**src/rtl/sipo_frame_tx_if.sv**
```systemverilog
// Parallel-in / framed-serial-out link bundle for sipo_frame_tx.
// master = word producer and line observer, slave = the transmitter.
interface sipo_frame_tx_if #(
  parameter int PAYLOAD_BITS = 5
);
  logic [PAYLOAD_BITS-1:0] in_data;
  logic                    in_valid;
  logic                    in_ready;
  logic                    d_out;
  logic                    frame_sync;
  logic                    tx_busy;

  modport master (
    output in_data, in_valid,
    input  in_ready, d_out, frame_sync, tx_busy
  );

  modport slave (
    input  in_data, in_valid,
    output in_ready, d_out, frame_sync, tx_busy
  );
endinterface

```
**src/rtl/sipo_frame_tx.sv**
```systemverilog
// Framed serial transmitter: one buffered word per FRAME_LEN-cycle frame, LSB first.
// Optional even-parity bit in slot PAYLOAD_BITS when SIPO_FRAME_TX_PARITY_EN is defined.
module sipo_frame_tx #(
  parameter int PAYLOAD_BITS = 5,
  parameter int FRAME_LEN    = 8
) (
  input  logic           clock,
  input  logic           reset,
  sipo_frame_tx_if.slave bus
);
  localparam int             CW   = (FRAME_LEN > 2) ? $clog2(FRAME_LEN) : 1;
  localparam logic [CW-1:0]  LAST = CW'(FRAME_LEN - 1);
  localparam logic [CW-1:0]  NPAY = CW'(PAYLOAD_BITS);

  logic [CW-1:0]           count_q, count_d;
  logic [PAYLOAD_BITS-1:0] buf_q, buf_d;
  logic                    buf_full_q, buf_full_d;
  logic [PAYLOAD_BITS-1:0] shreg_q, shreg_d;
  logic                    busy_q, busy_d;
  logic                    accept;
  logic                    pay_slot;
`ifdef SIPO_FRAME_TX_PARITY_EN
  logic                    par_q, par_d;
`endif

  assign accept   = bus.in_valid && !buf_full_q;
  assign pay_slot = (count_q < NPAY);

  always_comb begin
    count_d    = count_q + CW'(1);
    buf_d      = buf_q;
    buf_full_d = buf_full_q;
    shreg_d    = shreg_q;
    busy_d     = busy_q;
`ifdef SIPO_FRAME_TX_PARITY_EN
    par_d      = par_q;
`endif
    if (count_q == LAST) begin
      // Frame boundary: buffered word wins; an empty buffer lets a new word bypass.
      if (buf_full_q) begin
        shreg_d    = buf_q;
        busy_d     = 1'b1;
        buf_full_d = 1'b0;
`ifdef SIPO_FRAME_TX_PARITY_EN
        par_d      = ^buf_q;
`endif
      end else if (accept) begin
        shreg_d = bus.in_data;
        busy_d  = 1'b1;
`ifdef SIPO_FRAME_TX_PARITY_EN
        par_d   = ^bus.in_data;
`endif
      end else begin
        busy_d = 1'b0;
      end
    end else begin
      if (busy_q && pay_slot)
        shreg_d = shreg_q >> 1;
      if (accept) begin
        buf_d      = bus.in_data;
        buf_full_d = 1'b1;
      end
    end
  end

  always_ff @(posedge clock or posedge reset) begin
    if (reset) begin
      count_q    <= '0;
      buf_q      <= '0;
      buf_full_q <= 1'b0;
      shreg_q    <= '0;
      busy_q     <= 1'b0;
`ifdef SIPO_FRAME_TX_PARITY_EN
      par_q      <= 1'b0;
`endif
    end else begin
      count_q    <= count_d;
      buf_q      <= buf_d;
      buf_full_q <= buf_full_d;
      shreg_q    <= shreg_d;
      busy_q     <= busy_d;
`ifdef SIPO_FRAME_TX_PARITY_EN
      par_q      <= par_d;
`endif
    end
  end

  // Outputs decode registers only; busy_q clears on reset so d_out drops at once.
`ifdef SIPO_FRAME_TX_PARITY_EN
  assign bus.d_out = busy_q && ((pay_slot && shreg_q[0]) || (count_q == NPAY && par_q));
`else
  assign bus.d_out = busy_q && pay_slot && shreg_q[0];
`endif
  assign bus.tx_busy    = busy_q;
  assign bus.in_ready   = !buf_full_q;
  assign bus.frame_sync = (count_q == '0);
endmodule

```
**src/flat_wrapper.sv**
```systemverilog
// flat-port wrapper written by rule: the top's interface ports become plain ports
module sipo_frame_tx_flat 
#(
  parameter int PAYLOAD_BITS = 5,
  parameter int FRAME_LEN    = 8
)
  (clock, reset, bus_in_data, bus_in_valid, bus_in_ready, bus_d_out, bus_frame_sync, bus_tx_busy);
  sipo_frame_tx_if #(.PAYLOAD_BITS(PAYLOAD_BITS)) bus_i ();
  input  logic clock;
  input  logic reset;
  input wire logic [$bits(bus_i.in_data)-1:0] bus_in_data;
  input wire logic [$bits(bus_i.in_valid)-1:0] bus_in_valid;
  output wire logic [$bits(bus_i.in_ready)-1:0] bus_in_ready;
  output wire logic [$bits(bus_i.d_out)-1:0] bus_d_out;
  output wire logic [$bits(bus_i.frame_sync)-1:0] bus_frame_sync;
  output wire logic [$bits(bus_i.tx_busy)-1:0] bus_tx_busy;
  assign bus_i.in_data = bus_in_data;
  assign bus_i.in_valid = bus_in_valid;
  assign bus_in_ready = bus_i.in_ready;
  assign bus_d_out = bus_i.d_out;
  assign bus_frame_sync = bus_i.frame_sync;
  assign bus_tx_busy = bus_i.tx_busy;
  sipo_frame_tx #(.PAYLOAD_BITS(PAYLOAD_BITS), .FRAME_LEN(FRAME_LEN)) u_core (.clock(clock), .reset(reset), .bus(bus_i));
endmodule
```
**config.mk**
```make
export PLATFORM = sky130hd
export DESIGN_NAME = sipo_frame_tx_flat
export DESIGN_NICKNAME = d
export VERILOG_FILES = /design/src/rtl/sipo_frame_tx_if.sv /design/src/rtl/sipo_frame_tx.sv /design/src/flat_wrapper.sv
export SDC_FILE = /design/constraint.sdc
export NUM_CORES = 1
export LEC_CHECK = 0
export CAP_MARGIN = 20
export CORE_UTILIZATION = 44
export CTS_CLUSTER_SIZE = 8
export DETAILED_ROUTE_END_ITERATION = 16
export PLACE_DENSITY = 0.69
export SETUP_SLACK_MARGIN = 0.05
export SYNTH_ARGS = -nofsm -noshare
export SYNTH_HDL_FRONTEND = slang
export SYNTH_SLANG_ARGS = --single-unit
```
**constraint.sdc**
```tcl
create_clock -name clock -period 1.57 [get_ports clock]
set_input_delay 0.314 -clock clock [delete_from_list [all_inputs] [get_ports clock]]
set_output_delay 0.314 -clock clock [all_outputs]
set_load 0.02 [all_outputs]
```
# --- Word-level counts from Yosys, hierarchy flattened ---
# Index checks and enable logic that the tools add are counted.
totals:
  regBits: 15
  input_bits: 8
op_classes:
  addsub: 1
  n_lt_le_gt_ge: 1
  n_eq_ne: 2
  n_mux: 8
  bitwise_logic: 1
  n_reduce_logical: 9
ops:
  columns: ["op", "n"]
  rows:
  - ["two-way mux 5 bit", 4]
  - ["two-way mux 1 bit", 4]
  - ["AND reduction 2 bit", 2]
  - ["nonzero test 2 bit", 2]
  - ["adder 3 x 1 -> 3 bit (second input constant)", 1]
  - ["== test 3 bit (second input constant)", 1]
  - ["logical AND 1 bit", 3]
  - ["zero test 3 bit", 1]
  - ["less-than comparator 3 bit (second input constant)", 1]
  - ["!= test 3 x 1 -> 1 bit (second input constant)", 1]
  - ["zero test 1 bit", 1]
  - ["inverter 1 bit", 1]

# --- Logic depth before layout (Yosys ltp) ---
logic_depth:
  word_depth: 5
  ltp_mapped: 5
  ltp_nobuf: 5

# --- Worst setup path before layout ---
# No wires, ideal clock.
synth_timing:
  path_kind: "register -> register"
  startpoint: "register u_core.count_q[0]"
  endpoint: "register u_core.buf_q[0]"
  setup_ps: 125
  arrival_time_ps: 1447
  required_ps: 1445
  setup_slack_ps: -1
  path_stages_with_launch: 5
  n_path_buf: 0
  cell_sequence: "dfrtp_1 -> ha_1 -> ha_1 -> nor3b_4 -> mux2_2"
synth_between:
  elab_chain_len: 3
synth_rtl:
  columns: ["item", "line_no", "rtl"]
  rows:
  - ["from (decl)", "sipo_frame_tx.sv:15", "logic [CW-1:0] count_q, count_d;"]
  - ["from (signal assigned)", "sipo_frame_tx.sv:77", "count_q <= count_d;"]
  - ["== test 3 bit", "sipo_frame_tx.sv:38", "if (count_q == LAST) begin"]
  - ["inverter 1 bit (no source line)", null, null]
  - ["AND reduction 2 bit (no source line)", null, null]
  - ["to (signal assigned)", "sipo_frame_tx.sv:78", "buf_q <= buf_d;"]
  - ["to (decl)", "sipo_frame_tx.sv:16", "logic [PAYLOAD_BITS-1:0] buf_q, buf_d;"]
# No other way between the ends.
# A chain may end at the register's enable or synchronous reset.

# --- Worst setup path in the final report ---
layout_timing:
  startpoint: "register u_core.count_q[0]"
  endpoint: "register u_core.shreg_q[0]"
layout_between:
  elab_chain_len: 4
layout_rtl:
  columns: ["item", "line_no", "rtl"]
  rows:
  - ["less-than comparator 3 bit", "sipo_frame_tx.sv:27", "assign pay_slot = (count_q < NPAY);"]
  - ["logical AND 1 bit", "sipo_frame_tx.sv:57", "if (busy_q && pay_slot)"]
  - ["nonzero test 2 bit (no source line)", null, null]
  - ["AND reduction 2 bit (no source line)", null, null]
  - ["to (signal assigned)", "sipo_frame_tx.sv:80", "shreg_q <= shreg_d;"]
  - ["to (decl)", "sipo_frame_tx.sv:18", "logic [PAYLOAD_BITS-1:0] shreg_q, shreg_d;"]
# Parallel ways exist; a longest one is shown, timed or not.

==> impl_results.md <==
- Clock sinks: 15
- Asr flop ratio synth: 100%
- Fill count: 118
- Met1 capacity usage during global routing: 26.9%
- DIE AREA: 1750 sq um
- Die Y: 41.9 um
- Detailed-route DRC error count: 0
- Total congestion overflow: 0
- Pwr/cell area: 808 nW/um^2
- Post-synth top area share: 53.7%
- CTS root buf: clkbuf_4
- Die width: 41.9 um
- Total GRT Usage: 19.5%
- Yosys synthesis warning count: 0
- Antenna diodes: 0
- Router iterations before antenna repair: 4
- Leakage: 0.463 nW
- Measured slew at the worst slew-check pin: 247 ps
- Cell taking the most area after synthesis: dfrtp_1
- Final core utilization: 65.5%
- Synthesis-to-layout area growth: 39.4%
- Final GP Congestion: 0.697
- Hold/Removal Path Class: input port to async pin
- Via density per instance: 5.27
- Placed Instances: 89
- Kind of critical path: register to register
- Worst-path fanout max: 4
- Nets: 91
- Clk Latency, worst-skew pair: 290 ps
- Slew HR: 83.5%
- Initial Util: 47.0%
- Synthesized Nets: 66
- Clk buf depth: 2
- Peak VDD IR: 0.577 mV
- Final Instance Count excl. Fillers: 95
- Most Used Layer, Global Route: met2
- Max-slew violations: 0
- Post-synthesis sequential area ratio: 53.7%
- Max-cap check violation count: 0
- Fin crit period: 1570 ps
- Average wire per standard cell: 14.3 um
- Routing usage on met2: 26.9%
- Commonest non-fill, non-tap cell in the layout: dfrtp_1
- Core area: 1490 sq um
- Avg Synthesized Cell Area: 12.7 sq um
- Final Cycle Share: 99.7%
- Status: completed
- DR iter-0 viols: 7
- Fmax: 639 MHz
- CTS buffer count: 3
- CTS hold repair buffers: 0
- Most frequent cells in the layout: dfrtp_1 (15), buf_4 (9), clkdlybuf4s50_1 (7), nor2_1 (6)
- Final Setup Violations: 0
- Crit end category: register
- # rows: 14
- Largest net degree at the start of global routing: 16
- IO Port Bufs: 11
- Multi-input logic area: 354 sq um
- Synth Flop Type: dfrtp_1
- Share of cells above drive strength 1: 39.2%
- Unique cell type count in the Yosys netlist: 20
- Post-Route WL: 1360 um
- Critical path arrival: 1740 ps
- CTS tree: yes
- Final instance area: 975 sq um
- Endpoints failing hold: 0
- Setup_tns: 0 ps
- EDFF count, synth: 0
- Synth area leaders: dfrtp_1 (54%), mux2_2 (8.1%), mux2i_1 (7.2%), a221o_1 (5.7%), ha_1 (5.4%)
- Synth Register Bits: 15
- Cells after Synth: 55
- Vias in the first global route: 537
- ANT nets after route: 0
- Register area: 375 sq um
- Dpl cell area: 893 sq um
- Syn Std Cell Area: 699 sq um
- Initial antenna violation count: 0
- Clock Pin Slew Worst Setup and Hold Paths: 90 ps
- Clk_skew: 3.83 ps
- RSZ-0062 raised after global routing: true
- First-pass GRT wire length: 2480 um
- I/O pin count: 12
- Crit start category: register
- Htree depth: 1
- Critical path data required time: 1740 ps
- Met3 Usage GRT: 5.22%
- Vias: 501
[Yosys cell counts, types with 3 or more instances]
cell and number:
a221o_1 4, dfrtp_1 15, ha_1 3, inv_1 4, mux2_2 5, mux2i_1 5, nor2_1 6
[final cells by class]
cell class	instances	share of cell area [%]
sequential	15	38.5
multi-input combinational	35	36.3
timing repair buffer	21	18.7
clock buffer	3	2.31
tap	16	2.05
inverter	4	1.54
clock inverter	1	0.513
[worst max-delay path, stage by stage (launching register included)]
cell     delay, ps
dfrtp_1        420
ha_2           220
ha_4           180
buf_6          120
nor2b_4        140
a21oi_4         80
a221o_1        290
[state kept, by name, summed over array words and instances, names as in the netlist]
register / cells
u_core.shreg_q: 5
u_core.buf_q: 5
u_core.buf_full_q: 1
u_core.count_q: 3
u_core.bus.tx_busy: 1
[power breakdown]
group | switching, W | internal, W
combinational | 0.0000463 | 0.0000775
clock | 0.000126 | 0.0000948
sequential | 0.0000221 | 0.000421
total | 0.000195 | 0.000593
[routing by layer]
metal / routed length, um / vias to the layer above
li1: - / 240
met1: 662 / 250
met2: 630 / 7
met3: 31 / 4
met4: 30 / 0
met5: 0 / -
[kinds of logic (layout without fill, tap and decap cells)]
logic type,Yosys count,count (layout),synth area share [%]
buffers and inverters,5,29,3.76
flip-flops,15,15,53.7
AND/OR/NAND/NOR,13,13,11.6
adder cells (fa/ha/maj),3,3,5.37
AO/OA/AOI/OAI,9,9,10.4
multiplexers,10,10,15.2
[final timing paths]
| path | startpoint | to | slack, ps | cells past startpoint |
|---|---|---|---|---|
| max reg2reg | u_core.count_q[0] | u_core.shreg_q[0] | 4 | 6 |
| min | reset | u_core.buf_q[2] | 320 | 3 |
| max | u_core.count_q[0] | u_core.shreg_q[0] | 4 | 6 |
| min in group clock | u_core.buf_q[2] | u_core.buf_q[2] | 520 | 1 |
| min reg2reg | u_core.buf_q[2] | u_core.buf_q[2] | 520 | 1 |
| max in group asynchronous | reset | u_core.count_q[0] | 1080 | 3 |
[timing repair]
action,CTS,global route
pin swaps,3,5
setup endpoints to repair,13,11
gates resized for setup,23,1
setup buffers,2,0
cloned,0,0
[through the flow]
stage | power [W] | hold WS (ps) | setup slack (ps)
2_1_floorplan | 0.000512 | 215 | 78.9
3_3_place_gp | 0.000560 | 450 | -86.4
3_5_place_dp | 0.000564 | 475 | -129
4_1_cts | 0.000798 | 309 | 35.3
5_1_grt | 0.000832 | 350 | -41.2
6_report | 0.000788 | 317 | 4.05
(Power assumes the default switching activity.)
